$ cat src/rtl/parity_frame_pkg.sv
// Shared types and constants for the parity-checked serial frame receiver.
// Line levels, FSM encoding and bit-counter sizing live here so tx and rx agree.
package parity_frame_pkg;

  localparam int unsigned StateW       = 2;
  localparam int unsigned DefaultDataW = 8;

  localparam logic IdleLevel  = 1'b1;
  localparam logic StartLevel = 1'b0;

  typedef enum logic [StateW-1:0] {
    StIdle   = 2'd0,
    StData   = 2'd1,
    StParity = 2'd2,
    StStop   = 2'd3
  } state_e;

  // Counter must hold 0..data_w so the last-bit compare never wraps.
  function automatic int unsigned cnt_width(input int unsigned data_w);
    return $clog2(data_w + 1);
  endfunction

endpackage

$ cat src/rtl/parity_frame_rx_if.sv
// Serial-line and word-output bundle for parity_frame_rx.
// The slave modport is the receiver; master is the line driver / word consumer.
interface parity_frame_rx_if #(
  parameter int unsigned DATA_W = 8
);

  logic              bit_en;
  logic              rx_in;
  logic [DATA_W-1:0] data;
  logic              valid;
  logic              parity_err;
  logic              frame_err;
  logic              busy;

  modport master (
    output bit_en, rx_in,
    input  data, valid, parity_err, frame_err, busy
  );

  modport slave (
    input  bit_en, rx_in,
    output data, valid, parity_err, frame_err, busy
  );

endinterface

$ cat src/rtl/parity_accum.sv
// Running XOR parity bit: preset on clear, folds din in when en is high.
// Shared between the receive checker and the transmit parity generator.
module parity_accum (
  input  logic clk,
  input  logic rst_n,
  input  logic clear,
  input  logic preset,
  input  logic en,
  input  logic din,
  output logic q
);

  logic acc_d, acc_q;

  always_comb begin
    acc_d = acc_q;
    if (clear) begin
      acc_d = preset;
    end else if (en) begin
      acc_d = acc_q ^ din;
    end
  end

  always_ff @(posedge clk or negedge rst_n) begin
    if (!rst_n) begin
      acc_q <= 1'b0;
    end else begin
      acc_q <= acc_d;
    end
  end

  assign q = acc_q;

endmodule

$ cat src/rtl/parity_frame_rx.sv
// Serial frame receiver: start, DATA_W bits LSB first, optional parity, stop.
// Parity checking is built only when PARITY_FRAME_RX_PARITY_EN is defined.
module parity_frame_rx
  import parity_frame_pkg::*;
#(
  parameter int unsigned DATA_W     = 8,
  parameter bit          ODD_PARITY = 1'b0
) (
  input logic              clk,
  input logic              rst_n,
  parity_frame_rx_if.slave bus
);

  localparam int unsigned         CntW    = cnt_width(DATA_W);
  localparam logic [CntW-1:0]     LastBit = CntW'(DATA_W - 1);

  state_e            state_q, state_d;
  logic [CntW-1:0]   cnt_q, cnt_d;
  logic [DATA_W-1:0] shift_q, shift_d;
  logic [DATA_W-1:0] data_q, data_d;
  logic              valid_q, valid_d;
  logic              frame_err_q, frame_err_d;
  logic              busy_q;

`ifdef PARITY_FRAME_RX_PARITY_EN
  logic acc_clear, acc_en, acc;
  logic perr_flag_q, perr_flag_d;
  logic parity_err_q, parity_err_d;

  parity_accum u_accum (
    .clk    (clk),
    .rst_n  (rst_n),
    .clear  (acc_clear),
    .preset (ODD_PARITY),
    .en     (acc_en),
    .din    (bus.rx_in),
    .q      (acc)
  );
`else
  logic unused_odd_parity;
  assign unused_odd_parity = ODD_PARITY;
`endif

  always_comb begin
    state_d     = state_q;
    cnt_d       = cnt_q;
    shift_d     = shift_q;
    data_d      = data_q;
    valid_d     = 1'b0;
    frame_err_d = frame_err_q;
`ifdef PARITY_FRAME_RX_PARITY_EN
    acc_clear    = 1'b0;
    acc_en       = 1'b0;
    perr_flag_d  = perr_flag_q;
    parity_err_d = parity_err_q;
`endif
    if (bus.bit_en) begin
      unique case (state_q)
        StIdle: begin
          if (bus.rx_in == StartLevel) begin
            state_d = StData;
            cnt_d   = '0;
            shift_d = '0;
`ifdef PARITY_FRAME_RX_PARITY_EN
            acc_clear = 1'b1;
`endif
          end
        end
        StData: begin
          shift_d = shift_q | (DATA_W'(bus.rx_in) << cnt_q);
          cnt_d   = cnt_q + 1'b1;
`ifdef PARITY_FRAME_RX_PARITY_EN
          acc_en = 1'b1;
          if (cnt_q == LastBit) state_d = StParity;
`else
          if (cnt_q == LastBit) state_d = StStop;
`endif
        end
`ifdef PARITY_FRAME_RX_PARITY_EN
        StParity: begin
          perr_flag_d = acc ^ bus.rx_in;
          state_d     = StStop;
        end
`endif
        StStop: begin
          // A low stop bit only flags the frame; IDLE still needs its own start strobe.
          frame_err_d = (bus.rx_in != IdleLevel);
          data_d      = shift_q;
          valid_d     = 1'b1;
          state_d     = StIdle;
`ifdef PARITY_FRAME_RX_PARITY_EN
          parity_err_d = perr_flag_q;
`endif
        end
        default: state_d = StIdle;
      endcase
    end
  end

  always_ff @(posedge clk or negedge rst_n) begin
    if (!rst_n) begin
      state_q     <= StIdle;
      cnt_q       <= '0;
      shift_q     <= '0;
      data_q      <= '0;
      valid_q     <= 1'b0;
      frame_err_q <= 1'b0;
      busy_q      <= 1'b0;
    end else begin
      state_q     <= state_d;
      cnt_q       <= cnt_d;
      shift_q     <= shift_d;
      data_q      <= data_d;
      valid_q     <= valid_d;
      frame_err_q <= frame_err_d;
      busy_q      <= (state_d != StIdle);
    end
  end

`ifdef PARITY_FRAME_RX_PARITY_EN
  always_ff @(posedge clk or negedge rst_n) begin
    if (!rst_n) begin
      perr_flag_q  <= 1'b0;
      parity_err_q <= 1'b0;
    end else begin
      perr_flag_q  <= perr_flag_d;
      parity_err_q <= parity_err_d;
    end
  end

  assign bus.parity_err = parity_err_q;
`else
  assign bus.parity_err = 1'b0;
`endif

  assign bus.data      = data_q;
  assign bus.valid     = valid_q;
  assign bus.frame_err = frame_err_q;
  assign bus.busy      = busy_q;

endmodule
$ cat src/flat_wrapper.sv
// flat-port wrapper written by rule: the top's interface ports become plain ports
module parity_frame_rx_flat import parity_frame_pkg::*;
#(
  parameter int unsigned DATA_W     = 8,
  parameter bit          ODD_PARITY = 1'b0
)
  (clk, rst_n, bus_bit_en, bus_rx_in, bus_data, bus_valid, bus_parity_err, bus_frame_err, bus_busy);
  parity_frame_rx_if #(.DATA_W(DATA_W)) bus_i ();
  input logic clk;
  input logic rst_n;
  input wire logic [$bits(bus_i.bit_en)-1:0] bus_bit_en;
  input wire logic [$bits(bus_i.rx_in)-1:0] bus_rx_in;
  output wire logic [$bits(bus_i.data)-1:0] bus_data;
  output wire logic [$bits(bus_i.valid)-1:0] bus_valid;
  output wire logic [$bits(bus_i.parity_err)-1:0] bus_parity_err;
  output wire logic [$bits(bus_i.frame_err)-1:0] bus_frame_err;
  output wire logic [$bits(bus_i.busy)-1:0] bus_busy;
  assign bus_i.bit_en = bus_bit_en;
  assign bus_i.rx_in = bus_rx_in;
  assign bus_data = bus_i.data;
  assign bus_valid = bus_i.valid;
  assign bus_parity_err = bus_i.parity_err;
  assign bus_frame_err = bus_i.frame_err;
  assign bus_busy = bus_i.busy;
  parity_frame_rx #(.DATA_W(DATA_W), .ODD_PARITY(ODD_PARITY)) u_core (.clk(clk), .rst_n(rst_n), .bus(bus_i));
endmodule
$ cat config.mk
export PLATFORM = sky130hd
export DESIGN_NAME = parity_frame_rx_flat
export DESIGN_NICKNAME = d
export VERILOG_FILES = /design/src/rtl/parity_frame_pkg.sv /design/src/rtl/parity_frame_rx_if.sv /design/src/rtl/parity_accum.sv /design/src/rtl/parity_frame_rx.sv /design/src/flat_wrapper.sv
export SDC_FILE = /design/constraint.sdc
export NUM_CORES = 1
export LEC_CHECK = 0
export BUFFER_PORTS_ARGS = -buffer_cell sky130_fd_sc_hd__buf_2
export CORE_MARGIN = 5
export CORE_UTILIZATION = 40
export CTS_CLUSTER_SIZE = 28
export DETAILED_ROUTE_END_ITERATION = 10
export PLACE_DENSITY_LB_ADDON = 0.25
export SLEW_MARGIN = 10
export SYNTH_ARGS = -nofsm -noshare
export SYNTH_HDL_FRONTEND = slang
export SYNTH_HIERARCHICAL = 1
export SYNTH_SLANG_ARGS = --single-unit
$ cat constraint.sdc
create_clock -name clk -period 1.5 [get_ports clk]
set_input_delay 0.15 -clock clk [delete_from_list [all_inputs] [get_ports clk]]
set_output_delay 0.15 -clock clk [all_outputs]
set_load 0.01 [all_outputs]
# --- Word level (Yosys, flattened, before mapping) ---
# Cells that the tools add are included.
classes:
  muxes: 10
  eq_ne: 4
  add_sub_neg: 1
  bitwise_logic: 2
  div_mod_pow: 0
  magnitude_cmp: 0
  mul: 0
  reduce_logical: 5
  shifts: 1
op_table:
  columns: ["operator", "n"]
  rows:
  - ["8-bit case mux with 2 select lines", 1]
  - ["8-bit 2-to-1 mux", 1]
  - ["8-bit bitwise OR", 1]
  - ["4-bit case mux with 2 select lines", 1]
  - ["1-bit by 4-bit << shifter with 8-bit output", 1]
  - ["2-bit 2-to-1 mux", 3]
  - ["4-bit by 1-bit adder with 4-bit output, second input constant", 1]
  - ["4-bit by 3-bit == test with 1-bit output, second input constant", 1]
  - ["4-bit 2-to-1 mux", 1]
  - ["2-bit case mux with 2 select lines", 1]
  - ["2-bit nonzero test", 2]
  - ["3-bit AND reduction", 1]
  - ["2-bit by 1-bit == test with 1-bit output, second input constant", 1]
  - ["2-bit == test, second input constant", 1]
  - ["2-bit logical NOT", 1]
  - ["1-bit 2-to-1 mux", 2]
  - ["2-bit != test, second input constant", 1]
  - ["2-bit AND reduction", 1]
  - ["1-bit NOT", 1]
totals:
  regBits: 25
  latchBits: 0
  memories: 0
  ram_bits: 0
  word_cells: 30
  mem_bits_ro: 0

# --- Logic depth before layout (Yosys ltp) ---
# Gate-level depths: netlist of run 1.
logic_depth:
  ltp_word: 5
  depth_mapped: 5
  ltp_nobuf: 4

# --- Worst setup path after synthesis of run 1 ---
# OpenSTA, ideal clock, no wires.
synth_path:
  path_kind: "reg-to-reg"
  startpoint: "reg u_core.state_q[1]"
  endpoint: "reg u_core.shift_q[0]"
  setup_slack_ps: 151
  stages_incl_launch_ff: 4
  arrival_time_ps: 1227
  n_path_buf: 1
  setup_ps: 122
  path_cell_list: "dfrtp_1 or4b_1 buf_2 a32o_1"
synth_via:
  elab_chain_cells: 3
synth_rtl:
  columns: ["element", "line", "source"]
  rows:
  - ["from (decl)", "parity_frame_rx.sv:17", "state_e state_q, state_d;"]
  - ["from (signal assigned)", "parity_frame_rx.sv:102", "state_q <= StIdle;"]
  - ["from (signal assigned)", "parity_frame_rx.sv:110", "state_q <= state_d;"]
  - ["2-bit by 1-bit == test with 1-bit output or 2-bit logical NOT (tied branches)", "parity_frame_rx.sv:58", "unique case (state_q)"]
  - ["2-bit nonzero test (no source line) or 2-bit != test (tied branches)", null, null]
  - ["3-bit AND reduction (no source line)", null, null]
  - ["to (signal assigned)", "parity_frame_rx.sv:112", "shift_q <= shift_d;"]
  - ["to (decl)", "parity_frame_rx.sv:19", "logic [DATA_W-1:0] shift_q, shift_d;"]
# Several ways; a longest one is shown, not always the timed one.
# A chain may end at the register's enable or synchronous reset.

# --- Worst setup path after layout of run 1 ---
layout_path:
  startpoint: "reg u_core.state_q[0]"
  endpoint: "reg u_core.shift_q[4]"
# Same word-level chain as after synthesis.

==> results of run 1 <==
[state kept, by name, indices dropped and copies added (netlist names)]
name	count
u_core/cnt_q	4
u_core/bus.data	8
u_core/bus.valid	1
u_core/state_q	2
u_core/shift_q	8
u_core/bus.busy	1
u_core/bus.frame_err	1
[synth_stat cells]
master     n
a32o_1     2
nand4_1    1
mux2_2     7
dfrtp_1   25
or4b_1     1
buf_4      1
o21ai_1    6
mux2_1     1
o211ai_1   2
conb_1     1
inv_1      4
nand2b_1   1
nor2b_1    3
nor4bb_1   1
nand2_1   11
buf_2      4
nor3b_2    1
nand3b_1   3
nor3b_1    1
ha_1       1
and2b_1    1
nor2_1     2
o21ai_0    9
nand3_1    7
or2b_1     1
[through the flow]
step / utilization, % / cell area (µm²)
after detailed placement: 47.4 / 1190
after global routing: 48.8 / 1230
final: 48.8 / 1230
after floorplan: - / 1080
after global placement: 47.4 / 1190
after CTS: 48.8 / 1230
[final timing paths]
kind,startpoint,end,slack [ns],cells after the start
worst max-delay path,u_core/state_q[0],u_core/shift_q[4],0.07,2
worst min-delay path,bus_bit_en,u_core/state_q[1],0.13,2
worst max register to register,u_core/state_q[0],u_core/shift_q[4],0.07,2
worst min register to register,u_core/bus.frame_err,u_core/bus.frame_err,0.50,2
max in group asynchronous,rst_n,u_core/shift_q[4],0.79,2
min in group asynchronous,rst_n,u_core/bus.data[6],0.33,2
[cell type report]
cell class	count	area [µm²]	area share (%)
inverters	4	15.0	1.22
multi-input cells	63	409	33.2
flip-flops and latches	25	626	50.8
well taps	30	37.5	3.05
repair buffers	20	118	9.55
clock buffers	4	26.3	2.13
[cells by family (layout without fill, tap and decap cells)]
logic type,Yosys count,in the layout,synth area share (%)
buf+inv,9,28,3.95
fa+ha+maj,1,1,1.16
simple gates,34,34,17.9
other cells,1,1,0.348
compound gates,19,19,10.2
flops,25,25,58.1
mux,8,8,8.36
[layer usage]
layer / up-vias / GRT usage (%)
li1: 380 / -
met4: 0 / 5.45
met2: 11 / 21.4
met5: - / 0
met1: 377 / 16.7
met3: 2 / 2.48
[where the power goes]
group	switching, mW	internal, mW
clock network	0.191	0.104
logic	0.303	0.289
registers	0.172	0.897
total	0.665	1.29
[critical path, stage by stage, from the launching register on]
cell and delay [ns]:
dfrtp_1 0.40, or4b_1 0.66, a32o_1 0.26
==> results.py, run 1 <==
metrics = {
    "clock_network": {
        "cts_root_buf": "clkbuf_4",
        "clk_pin_slew_ns": 0.14,
        "ctsResizeCount": 0,
        "cts_tree": "done",
        "postCtsHoldBufs": 1,
        "htreeDepth": 1,
        "worstSkewPairLatency_ns": 0.31,
        "cts_setup_buffers": 0,
        "clk_path_buf_depth": 2,
        "cts_sinks": 25,
        "numCtsBuffers": 3,
    },
    "placed_design": {
        "hpwlAfterDp_um": 1460,
        "gp_congestion": 0.778,
        "io_buffers": 14,
        "dp.cells": 141,
        "pre_cts_slack_ns": 0.101,
    },
    "detailed_routing": {
        "wl_per_cell_um": 14.0,
        "met2_length_um": 959,
        "wirelength_um": 2050,
        "drtAntennaViolNets": 0,
        "viasPerCell": 5.27,
        "m1WireLength_um": 986,
        "dr_wl_met3_um": 81,
        "drtIter0Drc": 17,
        "drc": 0,
        "vias": 770,
        "first_pass_iters": 4,
        "top_layer_used": "met4",
    },
    "global_route": {
        "grtUsageTotal_pct": 13.0,
        "grt_pass1_wl_um": 3640,
        "grt_pass1_vias": 785,
        "overflow": 0,
        "grt_max_degree": 26,
        "antenna_found_initial": 0,
    },
    "job": {
        "drv_cap": 0,
    },
    "power": {
        "peakVddDrop_uv": 857,
        "power_density_nw_per_um2": 1590,
        "p_leak_nw": 0.600,
        "total_power_mw": 1.96,
    },
    "yosys": {
        "yosys.area.top_type": "dfrtp_1",
        "syn-instance-count": 97,
        "ys_seq_area_share_pct": 58.1,
        "synthesis.nets": 102,
        "synth_area_um2": 1080,
        "ys.warnings.count": 6,
        "synth_top_area_share_pct": 58.1,
        "ys_seq_elements": 25,
        "yosys-top-cells-area": "dfrtp_1 (58%), mux2_2 (7.3%), o21ai_0 (4.2%)",
        "synth_cell_types": 25,
        "syn_area_per_cell_um2": 11.1,
    },
    "final_layout": {
        "n_antenna_cell": 0,
        "final_common_cell": "dfrtp_1",
        "layout.cells.non_filler": 146,
        "layout_common_cells": "dfrtp_1 (25), buf_2 (14), nand2_1 (11)",
        "syn2layout_area_growth_pct": 14.3,
        "nFillCells": 241,
        "drive_gt1_share_pct": 25.9,
        "nets": 122,
    },
    "setup_path": {
        "critPathLaunchType": "register",
        "cp_data_arrival_time_ns": 1.63,
        "cp.required_ns": 1.71,
        "criticalPathCategory": "reg -> reg",
        "crit_fanout": 8,
        "crit_path_end_kind": "register",
    },
    "floorplanning": {
        "dieWidth_um": 61.9,
        "ios": 16,
        "core_um2": 2520,
        "die_h_um": 61.9,
        "dieArea_um2": 3830,
        "rows": 18,
        "start_util_pct": 42.7,
    },
    "min_path": {
        "hp-class": "in -> reg",
    },
    "timing": {
        "drv_slew": 0,
        "max_freq_ghz": 0.700,
        "maxSlewHeadroom_pct": 63.6,
        "layout_min_cycle_time_ns": 1.43,
        "post-route-period-util_pct": 95.2,
        "hold_viol": 0,
        "finalWorstSetupSlack_ns": 0.0720,
        "rsz0062_at_grt": "no",
        "fin_setup_tns_ns": 0,
        "whs_ns": 0.126,
        "setup_violations": 0,
        "tightest_slew_ns": 0.546,
        "skew_ns": 0.00966,
    },
    "run_status": {
        "status": "finished, final reports clean",
    },
}
Power figures use the tool's default switching activity.
==> run 2: changes to the inputs <==
- CTS_BUF_LIST: default -> sky130_fd_sc_hd__clkbuf_2
- REMOVE_ABC_BUFFERS: default -> 1
==> run 2 against run 1 <==
  * Critical path depth stayed put
  * Power decreased by 2.4%
  * Global-route usage decreased by 1.9 points
  * Combinational power about the same
  * Utilization decreased by 0.55 points
  * First-iteration DRC count shrank 41%
  * Critical path type unchanged
  * Largest cell class unchanged
==> results.py, run 2 (synthesis gave the netlist of run 1 again) <==
metrics = {
    "run_status": {
        "status": "finished, final reports clean",
    },
    "timing": {
        "layout_min_cycle_time_ns": 1.40,
        "drv_slew": 0,
        "post-route-period-util_pct": 93.3,
        "maxSlewHeadroom_pct": 64.0,
        "max_freq_ghz": 0.715,
        "whs_ns": 0.0793,
        "setup_violations": 0,
        "fin_setup_tns_ns": 0,
        "skew_ns": 0.00508,
        "rsz0062_at_grt": "no",
        "hold_viol": 0,
        "tightest_slew_ns": 0.540,
    },
    "clock_network": {
        "worstSkewPairLatency_ns": 0.34,
        "cts_setup_buffers": 0,
        "clk_path_buf_depth": 2,
        "cts_root_buf": "clkbuf_2",
        "clk_pin_slew_ns": 0.22,
        "htreeDepth": 1,
        "cts_tree": "done",
        "numCtsBuffers": 3,
        "postCtsHoldBufs": 1,
        "cts_sinks": 25,
        "ctsResizeCount": 0,
    },
    "detailed_routing": {
        "viasPerCell": 5.34,
        "drtIter0Drc": 10,
        "drc": 0,
        "wirelength_um": 1880,
        "vias": 775,
        "first_pass_iters": 4,
        "wl_per_cell_um": 13.0,
        "drtAntennaViolNets": 0,
    },
    "setup_path": {
        "r2r-start": "u_core/state_q[0]",
        "criticalPathCategory": "reg -> reg",
        "crit_path_end_kind": "register",
        "critPathLaunchType": "register",
        "r2r_slack_ns": 0.10,
        "crit_fanout": 8,
        "reg2regPathDepth": 2,
        "crit_start": "u_core/state_q[0]",
        "worstReg2RegEnd": "u_core/shift_q[4]",
        "cp_data_arrival_time_ns": 1.66,
        "cp.required_ns": 1.77,
    },
    "global_route": {
        "grt_pass1_vias": 718,
        "grtUsageTotal_pct": 11.0,
        "grt_max_degree": 26,
        "antenna_found_initial": 0,
        "overflow": 0,
        "grt_pass1_wl_um": 3150,
    },
    "min_path": {
        "min_to": "u_core/bus.frame_err",
        "min_from": "bus_rx_in",
        "hp-class": "in -> reg",
        "whs_path_depth": 2,
    },
    "final_layout": {
        "nFillCells": 225,
        "drive_gt1_share_pct": 26.1,
        "layout_common_cells": "dfrtp_1 (25), buf_2 (14), nand2_1 (11)",
        "n_antenna_cell": 0,
        "nets": 121,
        "final_common_cell": "dfrtp_1",
        "syn2layout_area_growth_pct": 13.0,
    },
    "power": {
        "peakVddDrop_uv": 1020,
        "comb_power_share_pct": 30.9,
        "clkPwrFrac_pct": 13.4,
        "switching_power_uw": 664,
        "power_density_nw_per_um2": 1570,
        "p_sw_share_pct": 34.8,
        "p_leak_nw": 0.596,
        "p_int_mw": 1.24,
        "seq_power_share_pct": 55.7,
    },
    "floorplanning": {
        "core_um2": 2520,
        "dieWidth_um": 61.9,
        "start_util_pct": 42.7,
        "die_h_um": 61.9,
        "rows": 18,
        "dieArea_um2": 3830,
        "ios": 16,
    },
    "placed_design": {
        "gp_congestion": 0.764,
        "io_buffers": 14,
        "hpwlAfterDp_um": 1360,
    },
    "job": {
        "drv_cap": 0,
    },
}
-- run 2: cell count changes in the layout (fill, tap and decap cells not counted), sizes merged --
cell,delta
buf,-1
clkbuf,-1
clkinv,+1
-- run 2: worst max-delay path by stage --
stage / end / slack, ns / cells past startpoint
2_1_floorplan: u_core/shift_q[0] / 0.08 / 2
3_3_place_gp: u_core/shift_q[0] / 0.13 / 2
3_5_place_dp: u_core/shift_q[0] / 0.12 / 2
4_1_cts: u_core/shift_q[0] / 0.09 / 2
5_1_grt: u_core/shift_q[0] / 0.03 / 2
6_report: u_core/shift_q[4] / 0.10 / 2
-- run 2: cell type report --
class                      instances  area, µm²  area share [%]
clock inverter                     1       5.00           0.411
timing repair buffer              19        110            9.04
multi-input combinational         63        409            33.6
tap                               30       37.5            3.08
sequential                        25        626            51.4
clock buffer                       3       15.0            1.23
inverter                           4       15.0            1.23
-- run 2: power groups by stage --
stage | clock network, mW | logic [mW] | registers (mW)
detailed placement | 0 | 0.591 | 1.08
global placement | 0 | 0.576 | 1.08
finish | 0.256 | 0.589 | 1.06
CTS | 0.270 | 0.595 | 1.06
global route | 0.292 | 0.679 | 1.10
floorplan | 0 | 0.346 | 1.09
-- run 2: worst max-delay path, cell delays in order, from the launching register on --
cell and delay, ns:
dfrtp_1 0.42, or4b_1 0.65, a32o_1 0.26
-- run 2: metrics by stage --
stage / power, mW / instance area (µm²) / setup WS [ns] / instances / util (%)
floorplan: 1.44 / 1050 / 0.0785 / 92 / -
global route: 2.07 / 1220 / 0.0282 / 145 / 48.3
CTS: 1.93 / 1220 / 0.0936 / 145 / 48.3
global placement: 1.65 / 1190 / 0.131 / 140 / 47.1
detailed placement: 1.67 / 1190 / 0.118 / 140 / 47.1
finish: 1.91 / 1220 / 0.101 / 145 / 48.3
-- run 2: per-layer routing --
layer / part of all wire [%] / GRT usage [%] / wire length [µm] / vias up
met5: 0 / 0 / 0 / -
met4: 0.80 / 3.94 / 15 / 0
met3: 5.1 / 4.13 / 96 / 2
met2: 50 / 17.9 / 939 / 16
met1: 44 / 13.5 / 827 / 379
li1: - / - / - / 378
==> run 3: changes to the inputs <==
- SETUP_SLACK_MARGIN: default -> 0.15
==> run 3 against run 2 <==
  * Combinational power rose by 3%
  * Clock power up 2%
  * Power rose by 1.6%
  * Sequential power hardly changed
  * Sequential share of layout area fell by 0.88 points
  * Utilization grew 1.0 points
  * Fmax up 8.4%
==> results.py, run 3 (synthesis gave the netlist of run 1 again) <==
metrics = {
    "floorplanning": {
        "rows": 18,
        "dieWidth_um": 61.9,
        "start_util_pct": 42.7,
        "ios": 16,
        "die_h_um": 61.9,
        "dieArea_um2": 3830,
        "core_um2": 2520,
    },
    "timing": {
        "layout_min_cycle_time_ns": 1.29,
        "hold_viol": 0,
        "setup_violations": 0,
        "tightest_slew_ns": 0.546,
        "max_freq_ghz": 0.775,
        "maxSlewHeadroom_pct": 63.6,
        "skew_ns": 0.00779,
        "post-route-period-util_pct": 86.0,
        "drv_slew": 0,
        "fin_setup_tns_ns": 0,
        "rsz0062_at_grt": "no",
    },
    "setup_path": {
        "r2r-start": "u_core/state_q[0]",
        "crit_fanout": 8,
        "crit_slowest_cell": "or4b_4",
        "cp_data_arrival_time_ns": 1.56,
        "cp_cell_sequence": "or4b_4 -> a32o_1",
        "reg2regPathDepth": 2,
        "slowest_delay_ns": 0.57,
        "crit_path_end_kind": "register",
        "cp.required_ns": 1.77,
        "critPathLaunchType": "register",
        "criticalPathCategory": "reg -> reg",
        "r2r_slack_ns": 0.21,
        "worstReg2RegEnd": "u_core/shift_q[0]",
    },
    "min_path": {
        "hp-class": "in -> reg",
        "min_to": "u_core/bus.frame_err",
        "min_from": "bus_rx_in",
        "whs_path_depth": 2,
    },
    "power": {
        "total_power_mw": 1.94,
        "p_sw_share_pct": 35.0,
        "seq_power_share_pct": 55.4,
        "p_int_mw": 1.26,
        "peakVddDrop_uv": 1030,
        "p_leak_nw": 0.601,
        "clkPwrFrac_pct": 13.4,
        "comb_power_share_pct": 31.2,
        "switching_power_uw": 679,
        "power_density_nw_per_um2": 1560,
    },
    "detailed_routing": {
        "wl_per_cell_um": 13.5,
        "drtAntennaViolNets": 0,
        "viasPerCell": 5.40,
        "first_pass_iters": 4,
        "wirelength_um": 1970,
        "drtIter0Drc": 7,
        "drc": 0,
        "vias": 789,
    },
    "final_layout": {
        "multi_input_area_um2": 424,
        "final_core_util_pct": 49.3,
        "syn2layout_area_growth_pct": 15.4,
        "seq_area_um2": 628,
        "nFillCells": 224,
        "n_antenna_cell": 0,
        "nets": 122,
        "drive_gt1_share_pct": 30.2,
        "final_common_cell": "dfrtp_1",
        "layout_common_cells": "dfrtp_1 (23), buf_2 (15), nand2_1 (11)",
    },
    "clock_network": {
        "cts_setup_buffers": 0,
        "worstSkewPairLatency_ns": 0.35,
        "cts_tree": "done",
        "clk_pin_slew_ns": 0.23,
        "numCtsBuffers": 3,
        "cts_sinks": 25,
        "cts_root_buf": "clkbuf_2",
        "htreeDepth": 1,
        "clk_path_buf_depth": 2,
    },
    "placed_design": {
        "gp_congestion": 0.764,
        "hpwlAfterDp_um": 1360,
        "io_buffers": 14,
    },
    "global_route": {
        "grt_pass1_wl_um": 3150,
        "grtUsageTotal_pct": 11.0,
        "antenna_found_initial": 0,
        "grt_pass1_vias": 719,
        "overflow": 0,
        "grt_max_degree": 26,
    },
    "run_status": {
        "status": "finished, final reports clean",
    },
    "job": {
        "drv_cap": 0,
    },
}
==> run 3: how the worst max path moves through the flow <==
stage	to	startpoint	slack [ns]	cells after the start
after global placement	u_core/shift_q[0]	u_core/state_q[0]	0.13	2
after global routing	u_core/shift_q[0]	u_core/state_q[0]	0.15	2
after CTS	u_core/shift_q[0]	u_core/state_q[0]	0.20	2
after detailed placement	u_core/shift_q[0]	u_core/state_q[0]	0.12	2
after floorplan	u_core/shift_q[0]	u_core/state_q[0]	0.08	2
final	u_core/shift_q[0]	u_core/state_q[0]	0.21	2
==> run 3: per-stage QoR <==
stage               hold slack (ns)  instances  setup WS, ns  cell area, µm²
floorplan                    -0.146         92        0.0785            1050
detailed placement            0.171        140         0.118            1190
CTS                          0.0556        145         0.204            1220
finish                       0.0800        146         0.210            1240
global route                 0.0890        146         0.151            1240
global placement              0.169        140         0.131            1190
==> run 3: area by class of cell <==
type	instances	area share, %
tap	30	3.02
clock inverter	1	0.402
multi-input combinational	63	34.1
clock buffer	3	1.21
inverter	4	1.21
sequential	25	50.5
timing repair buffer	20	9.56
==> run 3: power by group through the flow <==
stage	clock network [mW]	logic (mW)	registers [mW]
final	0.260	0.604	1.07
after global routing	0.293	0.694	1.11
after CTS	0.270	0.597	1.06
after detailed placement	0	0.591	1.08
after global placement	0	0.576	1.08
after floorplan	0	0.346	1.09
==> run 3: metal layers <==
layer	GRT usage [%]	share of wire, %	vias up
li1	-	-	381
met1	13.5	42	389
met2	17.9	52	17
met3	4.13	5.0	2
met4	3.94	0.76	0
met5	0	0	-
==> run 3: worst max-delay path: cells and delay by family (launching register included) <==
kind	cells	cell delay (ns)
AND/OR/NAND/NOR	1	0.57
flip-flops	1	0.42
AO/OA/AOI/OAI	1	0.22
==> run 3: what timing repair did <==
item                       in CTS  in global routing
cloned                          0                  1
setup endpoints to repair       2                 14
gates resized for setup         1                  5
hold buffers                    1                  0
hold endpoints to repair       25                  0
